## config.mk

```make
export PLATFORM = sky130hd
export DESIGN_NAME = lsu
export DESIGN_NICKNAME = d
export VERILOG_FILES = /design/src/rtl/lsu.sv
export SDC_FILE = /design/constraint.sdc
export NUM_CORES = 1
export LEC_CHECK = 0
export ABC_AREA = 1
export BUFFER_PORTS_ARGS = -buffer_cell sky130_fd_sc_hd__clkbuf_2
export CORE_MARGIN = 1
export CORE_UTILIZATION = 40
export DETAILED_ROUTE_END_ITERATION = 8
export GPL_TIMING_DRIVEN = 0
export PLACE_DENSITY_LB_ADDON = 0.1
export SLEW_MARGIN = 20
export SYNTH_ARGS = -nofsm -noshare
export SYNTH_HDL_FRONTEND = slang
export SYNTH_SLANG_ARGS = --single-unit
export TNS_END_PERCENT = 50
```

## constraint.sdc

```tcl
create_clock -name i_clock -period 1.2 [get_ports i_clock]
set_clock_uncertainty 0.1 [all_clocks]
set_input_delay 0.12 -clock i_clock [delete_from_list [all_inputs] [get_ports i_clock]]
set_output_delay 0.12 -clock i_clock [all_outputs]
set_load 0.005 [all_outputs]
```

## src/rtl/lsu.sv

```systemverilog
// RV32I load/store unit: funct3 decode, load extension and read-modify-write for SB/SH
// over a word-wide memory port. Optional misalignment trapping via LSU_MISALIGN_TRAP_EN.

module lsu_checker #(
    parameter int NB_DATA = 32
) (
    input logic               clk,
    input logic               rst,
    input logic               req_ready,
    input logic               rsp_valid,
    input logic               rsp_ready,
    input logic [NB_DATA-1:0] rsp_rdata,
    input logic               rsp_fault,
    input logic               wr_enable,
    input logic [NB_DATA-1:0] wr_data
);

    // Reset must land every output in its idle value on the following cycle.
    a_reset_idle: assert property (@(posedge clk)
        rst |=> (req_ready && !rsp_valid && !wr_enable));

    a_wdata_zero: assert property (@(posedge clk) disable iff (rst)
        !wr_enable |-> (wr_data == {NB_DATA{1'b0}}));

    a_single_write: assert property (@(posedge clk) disable iff (rst)
        wr_enable |=> !wr_enable);

    a_rsp_stable: assert property (@(posedge clk) disable iff (rst)
        (rsp_valid && !rsp_ready) |=> (rsp_valid && $stable(rsp_rdata) && $stable(rsp_fault)));

    a_ready_excl: assert property (@(posedge clk) disable iff (rst)
        !(req_ready && rsp_valid));

endmodule

module lsu #(
    parameter int NB_DATA = 32,
    parameter int NB_ADDR = 32
) (
    input  logic               i_clock,
    input  logic               i_reset,
    input  logic               i_req_valid,
    output logic               o_req_ready,
    input  logic               i_req_we,
    input  logic [2:0]         i_req_funct3,
    input  logic [NB_ADDR-1:0] i_req_addr,
    input  logic [NB_DATA-1:0] i_req_wdata,
    output logic               o_rsp_valid,
    input  logic               i_rsp_ready,
    output logic [NB_DATA-1:0] o_rsp_rdata,
    output logic               o_rsp_fault,
    output logic [NB_ADDR-1:0] o_dmem_address,
    output logic               o_dmem_wr_enable,
    output logic [NB_DATA-1:0] o_dmem_wr_data,
    input  logic [NB_DATA-1:0] i_dmem_rd_data
);

    typedef enum logic [2:0] {
        ST_IDLE   = 3'd0,
        ST_LOAD   = 3'd1,
        ST_STORE  = 3'd2,
        ST_RMW_RD = 3'd3,
        ST_RMW_WR = 3'd4,
        ST_RESP   = 3'd5
    } state_t;

    function automatic logic [NB_DATA-1:0] load_extend(input logic [2:0] f3,
                                                       input logic [NB_DATA-1:0] d);
        case (f3)
            3'b000:  load_extend = {{(NB_DATA-8){d[7]}}, d[7:0]};
            3'b001:  load_extend = {{(NB_DATA-16){d[15]}}, d[15:0]};
            3'b010:  load_extend = d;
            3'b100:  load_extend = {{(NB_DATA-8){1'b0}}, d[7:0]};
            3'b101:  load_extend = {{(NB_DATA-16){1'b0}}, d[15:0]};
            default: load_extend = {NB_DATA{1'b0}};
        endcase
    endfunction

    // Only the low byte or halfword of the old word is replaced; upper bytes are written back.
    function automatic logic [NB_DATA-1:0] store_merge(input logic is_half,
                                                       input logic [NB_DATA-1:0] old_word,
                                                       input logic [15:0] wd);
        if (is_half) begin
            store_merge = {old_word[NB_DATA-1:16], wd[15:0]};
        end else begin
            store_merge = {old_word[NB_DATA-1:8], wd[7:0]};
        end
    endfunction

    function automatic logic funct3_illegal(input logic we, input logic [2:0] f3);
        if (we) begin
            funct3_illegal = f3[2] | (f3[1:0] == 2'b11);
        end else begin
            funct3_illegal = (f3 == 3'b011) | (f3 == 3'b110) | (f3 == 3'b111);
        end
    endfunction

    state_t             state_r;
    state_t             state_s;
    logic [2:0]         funct3_r;
    logic [NB_ADDR-1:0] addr_r;
    logic [15:0]        wdata_r;
    logic               misalign_s;

    logic               req_ready_r,      req_ready_s;
    logic               rsp_valid_r,      rsp_valid_s;
    logic [NB_DATA-1:0] rsp_rdata_r,      rsp_rdata_s;
    logic               rsp_fault_r,      rsp_fault_s;
    logic [NB_ADDR-1:0] dmem_address_r,   dmem_address_s;
    logic               dmem_wr_enable_r, dmem_wr_enable_s;
    logic [NB_DATA-1:0] dmem_wr_data_r,   dmem_wr_data_s;

    // Misaligned halfword/word detection for the incoming request.
    always_comb begin
`ifdef LSU_MISALIGN_TRAP_EN
        misalign_s = ((i_req_funct3[1:0] == 2'b01) && i_req_addr[0]) ||
                     ((i_req_funct3[1:0] == 2'b10) && (i_req_addr[1:0] != 2'b00));
`else
        misalign_s = 1'b0;
`endif
    end

    // Next state and next registered output values.
    always_comb begin
        state_s          = state_r;
        req_ready_s      = 1'b0;
        rsp_valid_s      = 1'b0;
        rsp_rdata_s      = {NB_DATA{1'b0}};
        rsp_fault_s      = 1'b0;
        dmem_address_s   = {NB_ADDR{1'b0}};
        dmem_wr_enable_s = 1'b0;
        dmem_wr_data_s   = {NB_DATA{1'b0}};
        case (state_r)
            ST_IDLE: begin
                if (i_req_valid) begin
                    if (funct3_illegal(i_req_we, i_req_funct3) || misalign_s) begin
                        state_s     = ST_RESP;
                        rsp_valid_s = 1'b1;
                        rsp_fault_s = 1'b1;
                    end else if (!i_req_we) begin
                        state_s        = ST_LOAD;
                        dmem_address_s = i_req_addr;
                    end else if (i_req_funct3[1]) begin
                        state_s          = ST_STORE;
                        dmem_address_s   = i_req_addr;
                        dmem_wr_enable_s = 1'b1;
                        dmem_wr_data_s   = i_req_wdata;
                    end else begin
                        state_s        = ST_RMW_RD;
                        dmem_address_s = i_req_addr;
                    end
                end else begin
                    req_ready_s = 1'b1;
                end
            end
            ST_LOAD: begin
                state_s     = ST_RESP;
                rsp_valid_s = 1'b1;
                rsp_rdata_s = load_extend(funct3_r, i_dmem_rd_data);
            end
            ST_STORE: begin
                state_s     = ST_RESP;
                rsp_valid_s = 1'b1;
            end
            ST_RMW_RD: begin
                // The write-data register doubles as the merge register.
                state_s          = ST_RMW_WR;
                dmem_address_s   = addr_r;
                dmem_wr_enable_s = 1'b1;
                dmem_wr_data_s   = store_merge(funct3_r[0], i_dmem_rd_data, wdata_r);
            end
            ST_RMW_WR: begin
                state_s     = ST_RESP;
                rsp_valid_s = 1'b1;
            end
            ST_RESP: begin
                if (i_rsp_ready) begin
                    state_s     = ST_IDLE;
                    req_ready_s = 1'b1;
                end else begin
                    rsp_valid_s = 1'b1;
                    rsp_rdata_s = rsp_rdata_r;
                    rsp_fault_s = rsp_fault_r;
                end
            end
            default: begin
                state_s     = ST_IDLE;
                req_ready_s = 1'b1;
            end
        endcase
    end

    // State register.
    always_ff @(posedge i_clock) begin
        if (i_reset) begin
            state_r <= ST_IDLE;
        end else begin
            state_r <= state_s;
        end
    end

    // Request capture on acceptance.
    always_ff @(posedge i_clock) begin
        if (i_reset) begin
            funct3_r <= 3'b000;
            addr_r   <= {NB_ADDR{1'b0}};
            wdata_r  <= 16'h0000;
        end else if ((state_r == ST_IDLE) && i_req_valid) begin
            funct3_r <= i_req_funct3;
            addr_r   <= i_req_addr;
            wdata_r  <= i_req_wdata[15:0];
        end else begin
            funct3_r <= funct3_r;
            addr_r   <= addr_r;
            wdata_r  <= wdata_r;
        end
    end

    // Registered outputs.
    always_ff @(posedge i_clock) begin
        if (i_reset) begin
            req_ready_r      <= 1'b1;
            rsp_valid_r      <= 1'b0;
            rsp_rdata_r      <= {NB_DATA{1'b0}};
            rsp_fault_r      <= 1'b0;
            dmem_address_r   <= {NB_ADDR{1'b0}};
            dmem_wr_enable_r <= 1'b0;
            dmem_wr_data_r   <= {NB_DATA{1'b0}};
        end else begin
            req_ready_r      <= req_ready_s;
            rsp_valid_r      <= rsp_valid_s;
            rsp_rdata_r      <= rsp_rdata_s;
            rsp_fault_r      <= rsp_fault_s;
            dmem_address_r   <= dmem_address_s;
            dmem_wr_enable_r <= dmem_wr_enable_s;
            dmem_wr_data_r   <= dmem_wr_data_s;
        end
    end

    assign o_req_ready      = req_ready_r;
    assign o_rsp_valid      = rsp_valid_r;
    assign o_rsp_rdata      = rsp_rdata_r;
    assign o_rsp_fault      = rsp_fault_r;
    assign o_dmem_address   = dmem_address_r;
    assign o_dmem_wr_enable = dmem_wr_enable_r;
    assign o_dmem_wr_data   = dmem_wr_data_r;

    lsu_checker #(.NB_DATA(NB_DATA)) u_checker (
        .clk       (i_clock),
        .rst       (i_reset),
        .req_ready (req_ready_r),
        .rsp_valid (rsp_valid_r),
        .rsp_ready (i_rsp_ready),
        .rsp_rdata (rsp_rdata_r),
        .rsp_fault (rsp_fault_r),
        .wr_enable (dmem_wr_enable_r),
        .wr_data   (dmem_wr_data_r)
    );

endmodule

```

==> results.py, run 1 <==
metrics = {
    "grt": {
        "grt.total_usage_pct": 26.14,
        "grt_max_degree": 17,
        "antenna_found_initial": 0,
        "grt_first_pass_wirelength_microns": 30380,
        "grt_overflow": 0,
        "grt_pass1_vias": 6193,
    },
    "routing": {
        "wl_met3_microns": 1225,
        "wl_per_cell_microns": 15.36,
        "viasPerCell": 5.048,
        "drtAntennaViolNets": 0,
        "highest_layer": "met4",
        "drc_errors": 0,
        "vias": 6628,
        "drt_iter0_markers": 438,
        "totalWireLength_microns": 20170,
        "firstDrtPassIters": 5,
        "wl_met2_microns": 10110,
        "m1WireLength_microns": 8408,
    },
    "synth": {
        "yosysSeqAreaShare_pct": 52.34,
        "synth_top_flop_cell": "dfxtp_1",
        "syn-num-nets": 886,
        "synth.avg_cell_area_sq_um": 7.533,
        "ys_warn_count": 0,
        "synth-seq-cells": 154,
        "netlist_instances": 782,
        "synth_edf_count": 0,
        "yosys.cell_types.count": 23,
        "synth.cell_area_sq_mm": 0.005891,
        "ys_async_sr_fraction_pct": 0,
    },
    "clocking": {
        "cts_tree": "built",
        "cts.sinks": 154,
        "clock_latency_ns": 0.42,
        "htreeDepth": 4,
        "clk_path_buf_depth": 2,
        "cts-buffers-inserted": 17,
        "clk_pin_slew_ns": 0.07,
        "cts_root_buf": "clkbuf_16",
    },
    "setup_path": {
        "endpoint_kind": "flop",
        "slowest_delay_ns": 0.37,
        "rrSetupSlack_ns": -0.31,
        "critPathArrivalTime_ns": 1.76,
        "critical_path.slowest_cell": "dfxtp_4",
        "r2r_cells": 7,
        "cp-startpoint": "state_r[1]$_SDFFE_PP0P_",
        "cp-start-kind": "flop",
        "worstPathRequired_ns": 1.45,
        "crit_family": "buffers and inverters",
        "reg2reg_from": "state_r[1]$_SDFFE_PP0P_",
        "worst-path-buf-inv": 4,
        "crit_fanout": 10,
        "critPathKind": "reg -> reg",
        "crit_chain": "buf_4, inv_2, nor3_4, buf_6, buf_6, nand2_1, a21oi_2",
        "r2r_end": "o_dmem_address[19]$_SDFF_PP0_",
        "path_common_cell": "buf_6",
    },
    "floorplan": {
        "design.portCount": 204,
        "die_y_microns": 123.4,
        "dieArea_sq_mm": 0.01522,
        "die_width_microns": 123.4,
        "num_rows": 43,
        "core_area_sq_mm": 0.01410,
        "start_util_pct": 41.79,
    },
    "hold_path": {
        "whs_path_depth": 5,
        "worstHoldStart": "i_dmem_rd_data[15]",
        "hold_end": "o_dmem_wr_data[15]$_SDFF_PP0_",
        "holdCritPathClass": "in -> reg",
    },
    "flow_run": {
        "cap_violations": 0,
    },
    "layout": {
        "mostFrequentLayoutCell": "nand2_1",
        "fillers": 1227,
        "areaGrowthSynthToFinish_pct": 60.88,
        "drive_above_1_share_pct": 33.63,
        "seqCellArea_sq_mm": 0.003090,
        "fin_nets": 1224,
        "post-route-util_pct": 67.23,
        "multi_input_area_sq_mm": 0.002790,
        "most-common-layout-cells": "nand2_1 (242), clkbuf_2 (204), dfxtp_1 (150), a21oi_1 (100), dlygate4sd3_1 (100)",
        "n_antenna_cell": 0,
    },
    "power": {
        "finalPower_w": 0.01522,
        "vdd_drop_max_v": 0.001047,
        "power.leakage_nw": 4.027,
        "p_per_area_mw_per_mm2": 1606,
    },
    "timing": {
        "setup_viol": 153,
        "fin_crit_sh_pct": 125.6,
        "slew_headroom_pct": 53.25,
        "final-hold-violation-count": 0,
        "max_slew.worst_pin.slew_ns": 0.7012,
        "setup_slack_ns": -0.3073,
        "max_freq_mhz": 663.5,
        "maxSlewViolCount": 0,
        "period_minus_slack_ns": 1.507,
        "tns_ns": -31.45,
        "grt_setup_unrepaired": "true",
    },
    "run_status": {
        "status": "finished with violations",
        "failed_checks": "setup timing",
    },
    "placement": {
        "hpwlAfterDp_microns": 13030,
        "port-buffer-count": 202,
        "gp_congestion": 0.8567,
    },
}
-- area by class of cell --
class	count	share of cell area (%)
Tap cell	180	2.377
Multi-Input combinational cell	556	29.44
Buffer	58	5.519
Sequential cell	154	32.61
Timing Repair Buffer	319	22.96
Inverter	14	0.6998
Clock inverter	11	1.532
Clock buffer	21	4.859
-- worst max path at each step --
stage | endpoint | depth (start not counted)
global route | o_dmem_address[22]$_SDFF_PP0_ | 7
finish | o_dmem_address[19]$_SDFF_PP0_ | 7
detailed placement | o_dmem_address[31]$_SDFF_PP0_ | 4
floorplan | o_dmem_address[14]$_SDFF_PP0_ | 7
global placement | o_dmem_address[31]$_SDFF_PP0_ | 4
CTS | o_dmem_address[19]$_SDFF_PP0_ | 7
-- state kept, by name, indices dropped and copies added (netlist names) --
signal,flops
state_r,3
o_rsp_rdata,32
o_dmem_wr_enable,1
o_rsp_fault,1
o_dmem_wr_data,32
o_req_ready,1
o_dmem_address,32
o_rsp_valid,1
funct3_r,3
addr_r,32
wdata_r,16
-- cells by family (layout without fill, tap and decap cells) --
group | after synthesis | count (layout) | synth area share (%)
AO/OA/AOI/OAI | 156 | 156 | 13.30
buffers and inverters | 73 | 423 | 6.053
flip-flops | 154 | 154 | 52.34
AND/OR/NAND/NOR | 399 | 400 | 28.31
-- repair_timing --
item                                    4_1_cts  5_1_grt
endpoints found under the setup margin      153      153
hold buffers                                100        0
cloned                                        3        2
setup buffers                                 7        7
endpoints found under the hold margin       139        0
pin swaps                                    11       37
resized for setup                            46       96
-- per-stage QoR --
| step | setup slack (ns) | cell area, sq um | cells | hold slack (ns) |
|---|---|---|---|---|
| finish | -0.3073 | 9477 | 1313 | 0.01778 |
| global route | -0.3662 | 9477 | 1313 | 0.03763 |
| CTS | -0.2775 | 9082 | 1306 | 0.0007778 |
| detailed placement | -0.5390 | 7237 | 1164 | 0.2667 |
| global placement | -0.5192 | 7237 | 1164 | 0.2613 |
| floorplan | -0.09239 | 6001 | 782 | 0.1549 |
-- synthesized netlist by cell type, types with 2 or more instances --
cell type  number  area, sq um
buf_2          21        105.1
inv_1          11        41.29
nand3_1       102        510.5
inv_2           2        7.510
dfxtp_1       154         3083
buf_4           5        37.54
a21oi_1       135        675.7
o21ai_0        20        100.1
buf_1           3        11.26
clkbuf_1       25        93.84
nor2_1         42        157.7
buf_6           5        56.30
nor2_4          2        22.52
nand2_1       246        923.4
-- where the power goes --
part / internal (W) / switching [W]
Combinational: 0.00169 / 0.00215
Clock: 0.00337 / 0.00214
Sequential: 0.00561 / 0.000266
Total: 0.0107 / 0.00455
-- per-layer routing --
metal	global-route usage, %	vias to the layer above
met5	0	-
met3	6.089	40
met1	31.91	3082
met4	10.92	0
li1	-	3254
met2	43.99	252
-- worst register-to-register path: stages, from the launching register on --
cell,delay [ns]
dfxtp_4,0.37
buf_4,0.12
inv_2,0.05
nor3_4,0.23
buf_6,0.20
buf_6,0.15
nand2_1,0.07
a21oi_2,0.15
(Power assumes the default switching activity.)
==> inputs of run 2 (changes only) <==
TNS_END_PERCENT = not set   (was 50)
==> run 2 against run 1 <==
  * The flow still finishes with violations (setup timing)
  * Combinational power is 22% higher
  * Sequential power increased by 1%
  * Critical path type unchanged
  * Fmax increased by 1.6%
  * Register-to-register slack gained 0.02 ns
  * Global-route usage is 1.3 points higher
  * Sequential share of layout area fell by 2.3 points
  * Power grew 6.9%
  * Non-clock buffer count up 19
  * Largest cell class is now multi-input gates
  * Die area did not move
==> results.py, run 2 (synthesized netlist as in run 1, its figures left out) <==
metrics = {
    "run_status": {
        "status": "finished with violations",
        "failed_checks": "setup timing",
    },
    "timing": {
        "holdWs_ns": 0.001214,
        "maxSlewViolCount": 0,
        "period_minus_slack_ns": 1.483,
        "max_freq_mhz": 674.2,
        "setup_viol": 154,
        "slew_headroom_pct": 48.42,
        "fin_crit_sh_pct": 123.6,
        "max_slew.worst_pin.slew_ns": 0.7737,
        "final-hold-violation-count": 0,
        "grt_setup_unrepaired": "true",
        "setup_slack_ns": -0.2833,
    },
    "routing": {
        "firstDrtPassIters": 5,
        "highest_layer": "met4",
        "drt_iter0_markers": 389,
        "totalWireLength_microns": 21610,
        "wl_per_cell_microns": 16.21,
        "wl_met3_microns": 1196,
        "viasPerCell": 5.060,
        "drtAntennaViolNets": 0,
        "m1WireLength_microns": 8890,
        "wl_met2_microns": 11100,
        "vias": 6745,
        "drc_errors": 0,
    },
    "placement": {
        "port-buffer-count": 202,
        "hpwlAfterDp_microns": 12840,
        "dpl_worst_slack_ns": -0.4842,
        "dp.cells": 1164,
        "gp_congestion": 0.8572,
        "placed_area_sq_mm": 0.007259,
    },
    "floorplan": {
        "core_area_sq_mm": 0.01410,
        "dieArea_sq_mm": 0.01522,
        "die_width_microns": 123.4,
        "design.portCount": 204,
        "die_y_microns": 123.4,
        "start_util_pct": 41.79,
        "num_rows": 43,
    },
    "power": {
        "p_per_area_mw_per_mm2": 1590,
        "finalPower_w": 0.01626,
        "vdd_drop_max_v": 0.001427,
        "power.leakage_nw": 4.348,
    },
    "grt": {
        "grt.total_usage_pct": 27.42,
        "grt_pass1_vias": 6493,
        "grt_overflow": 0,
        "antenna_found_initial": 0,
        "grt_first_pass_wirelength_microns": 32130,
        "grt_max_degree": 17,
    },
    "clocking": {
        "htreeDepth": 4,
        "cts.sinks": 154,
        "clk_pin_slew_ns": 0.06,
        "clk_path_buf_depth": 2,
        "cts_root_buf": "clkbuf_16",
        "clock_latency_ns": 0.42,
        "cts_tree": "built",
        "cts-buffers-inserted": 17,
    },
    "setup_path": {
        "reg2reg_from": "state_r[1]$_SDFFE_PP0P_",
        "rrSetupSlack_ns": -0.28,
        "cp-start-kind": "flop",
        "critPathArrivalTime_ns": 1.72,
        "critPathKind": "reg -> reg",
        "worstPathRequired_ns": 1.44,
        "r2r_end": "o_dmem_wr_data[15]$_SDFF_PP0_",
        "crit_fanout": 5,
        "r2r_cells": 7,
        "endpoint_kind": "flop",
    },
    "hold_path": {
        "holdCritPathClass": "in -> reg",
        "worstHoldStart": "i_req_funct3[1]",
        "whs_path_depth": 3,
        "hold_end": "funct3_r[1]$_SDFFE_PP0P_",
    },
    "layout": {
        "multi_input_area_sq_mm": 0.003186,
        "mostFrequentLayoutCell": "nand2_1",
        "fin_area_sq_mm": 0.01023,
        "seqCellArea_sq_mm": 0.003103,
        "fin_nets": 1243,
        "areaGrowthSynthToFinish_pct": 73.66,
        "drive_above_1_share_pct": 41.84,
        "fillers": 1058,
        "fin_cells": 1333,
        "most-common-layout-cells": "nand2_1 (217), clkbuf_2 (204), dfxtp_1 (148), dlygate4sd3_1 (99), a21oi_1 (72)",
    },
    "flow_run": {
        "cap_violations": 0,
    },
}
## run 2: per-stage QoR
stage	utilization, %	setup TNS (ns)
after global routing	72.55	-45.04
final	72.57	-33.63
after global placement	51.50	-56.23
after floorplan	-	-6.516
after detailed placement	51.50	-55.73
after CTS	68.49	-27.84
## run 2: per-layer routing
layer  up-vias  track usage (%)
li1       3289                -
met1      3174            32.45
met2       240            49.06
met3        42            6.780
met4         0            7.229
met5         -                0
## run 2: repair_timing
| action | in CTS | in global routing |
|---|---|---|
| endpoints found under the hold margin | 133 | 0 |
| gates resized for setup | 148 | 123 |
| setup buffers | 24 | 5 |
| endpoints found under the setup margin | 152 | 154 |
| cloned | 10 | 3 |
| hold buffers | 99 | 0 |
| pin swaps | 40 | 47 |
## run 2: area by class of cell
type,count,share of cell area (%)
diodes,1,0.02446
plain buffers,56,5.198
clock buffers,23,4.672
clock inverters,9,1.345
inverters,14,0.6727
multi-input cells,556,31.14
flip-flops and latches,154,30.33
well taps,180,2.202
repair buffers,340,24.41
## run 2: report_power, final
part	switching, W	internal (W)	leakage, nW
combinational	0.00250	0.00219	2.81
clock	0.00217	0.00345	0.286
sequential	0.000327	0.00562	1.26
## run 2: worst max-delay path by stage
stage,slack (ns),cells past startpoint,endpoint,start
finish,-0.28,7,o_dmem_wr_data[15]$_SDFF_PP0_,state_r[1]$_SDFFE_PP0P_
global route,-0.34,8,o_rsp_rdata[4]$_SDFFE_PP0N_,state_r[2]$_SDFFE_PP0P_
CTS,-0.23,7,o_dmem_wr_data[0]$_SDFF_PP0_,state_r[1]$_SDFFE_PP0P_
detailed placement,-0.48,4,o_dmem_wr_data[3]$_SDFF_PP0_,i_reset
global placement,-0.51,4,o_dmem_wr_data[16]$_SDFF_PP0_,i_reset
floorplan,-0.09,7,o_dmem_address[14]$_SDFF_PP0_,state_r[0]$_SDFFE_PP0P_
## run 2: worst max-delay path, cell delays in order (launching register included)
cell	delay (ns)
dfxtp_4	0.37
nor2_4	0.14
nand2_4	0.09
nor2_4	0.15
buf_6	0.16
clkbuf_16	0.15
nand3_1	0.09
a21oi_1	0.15
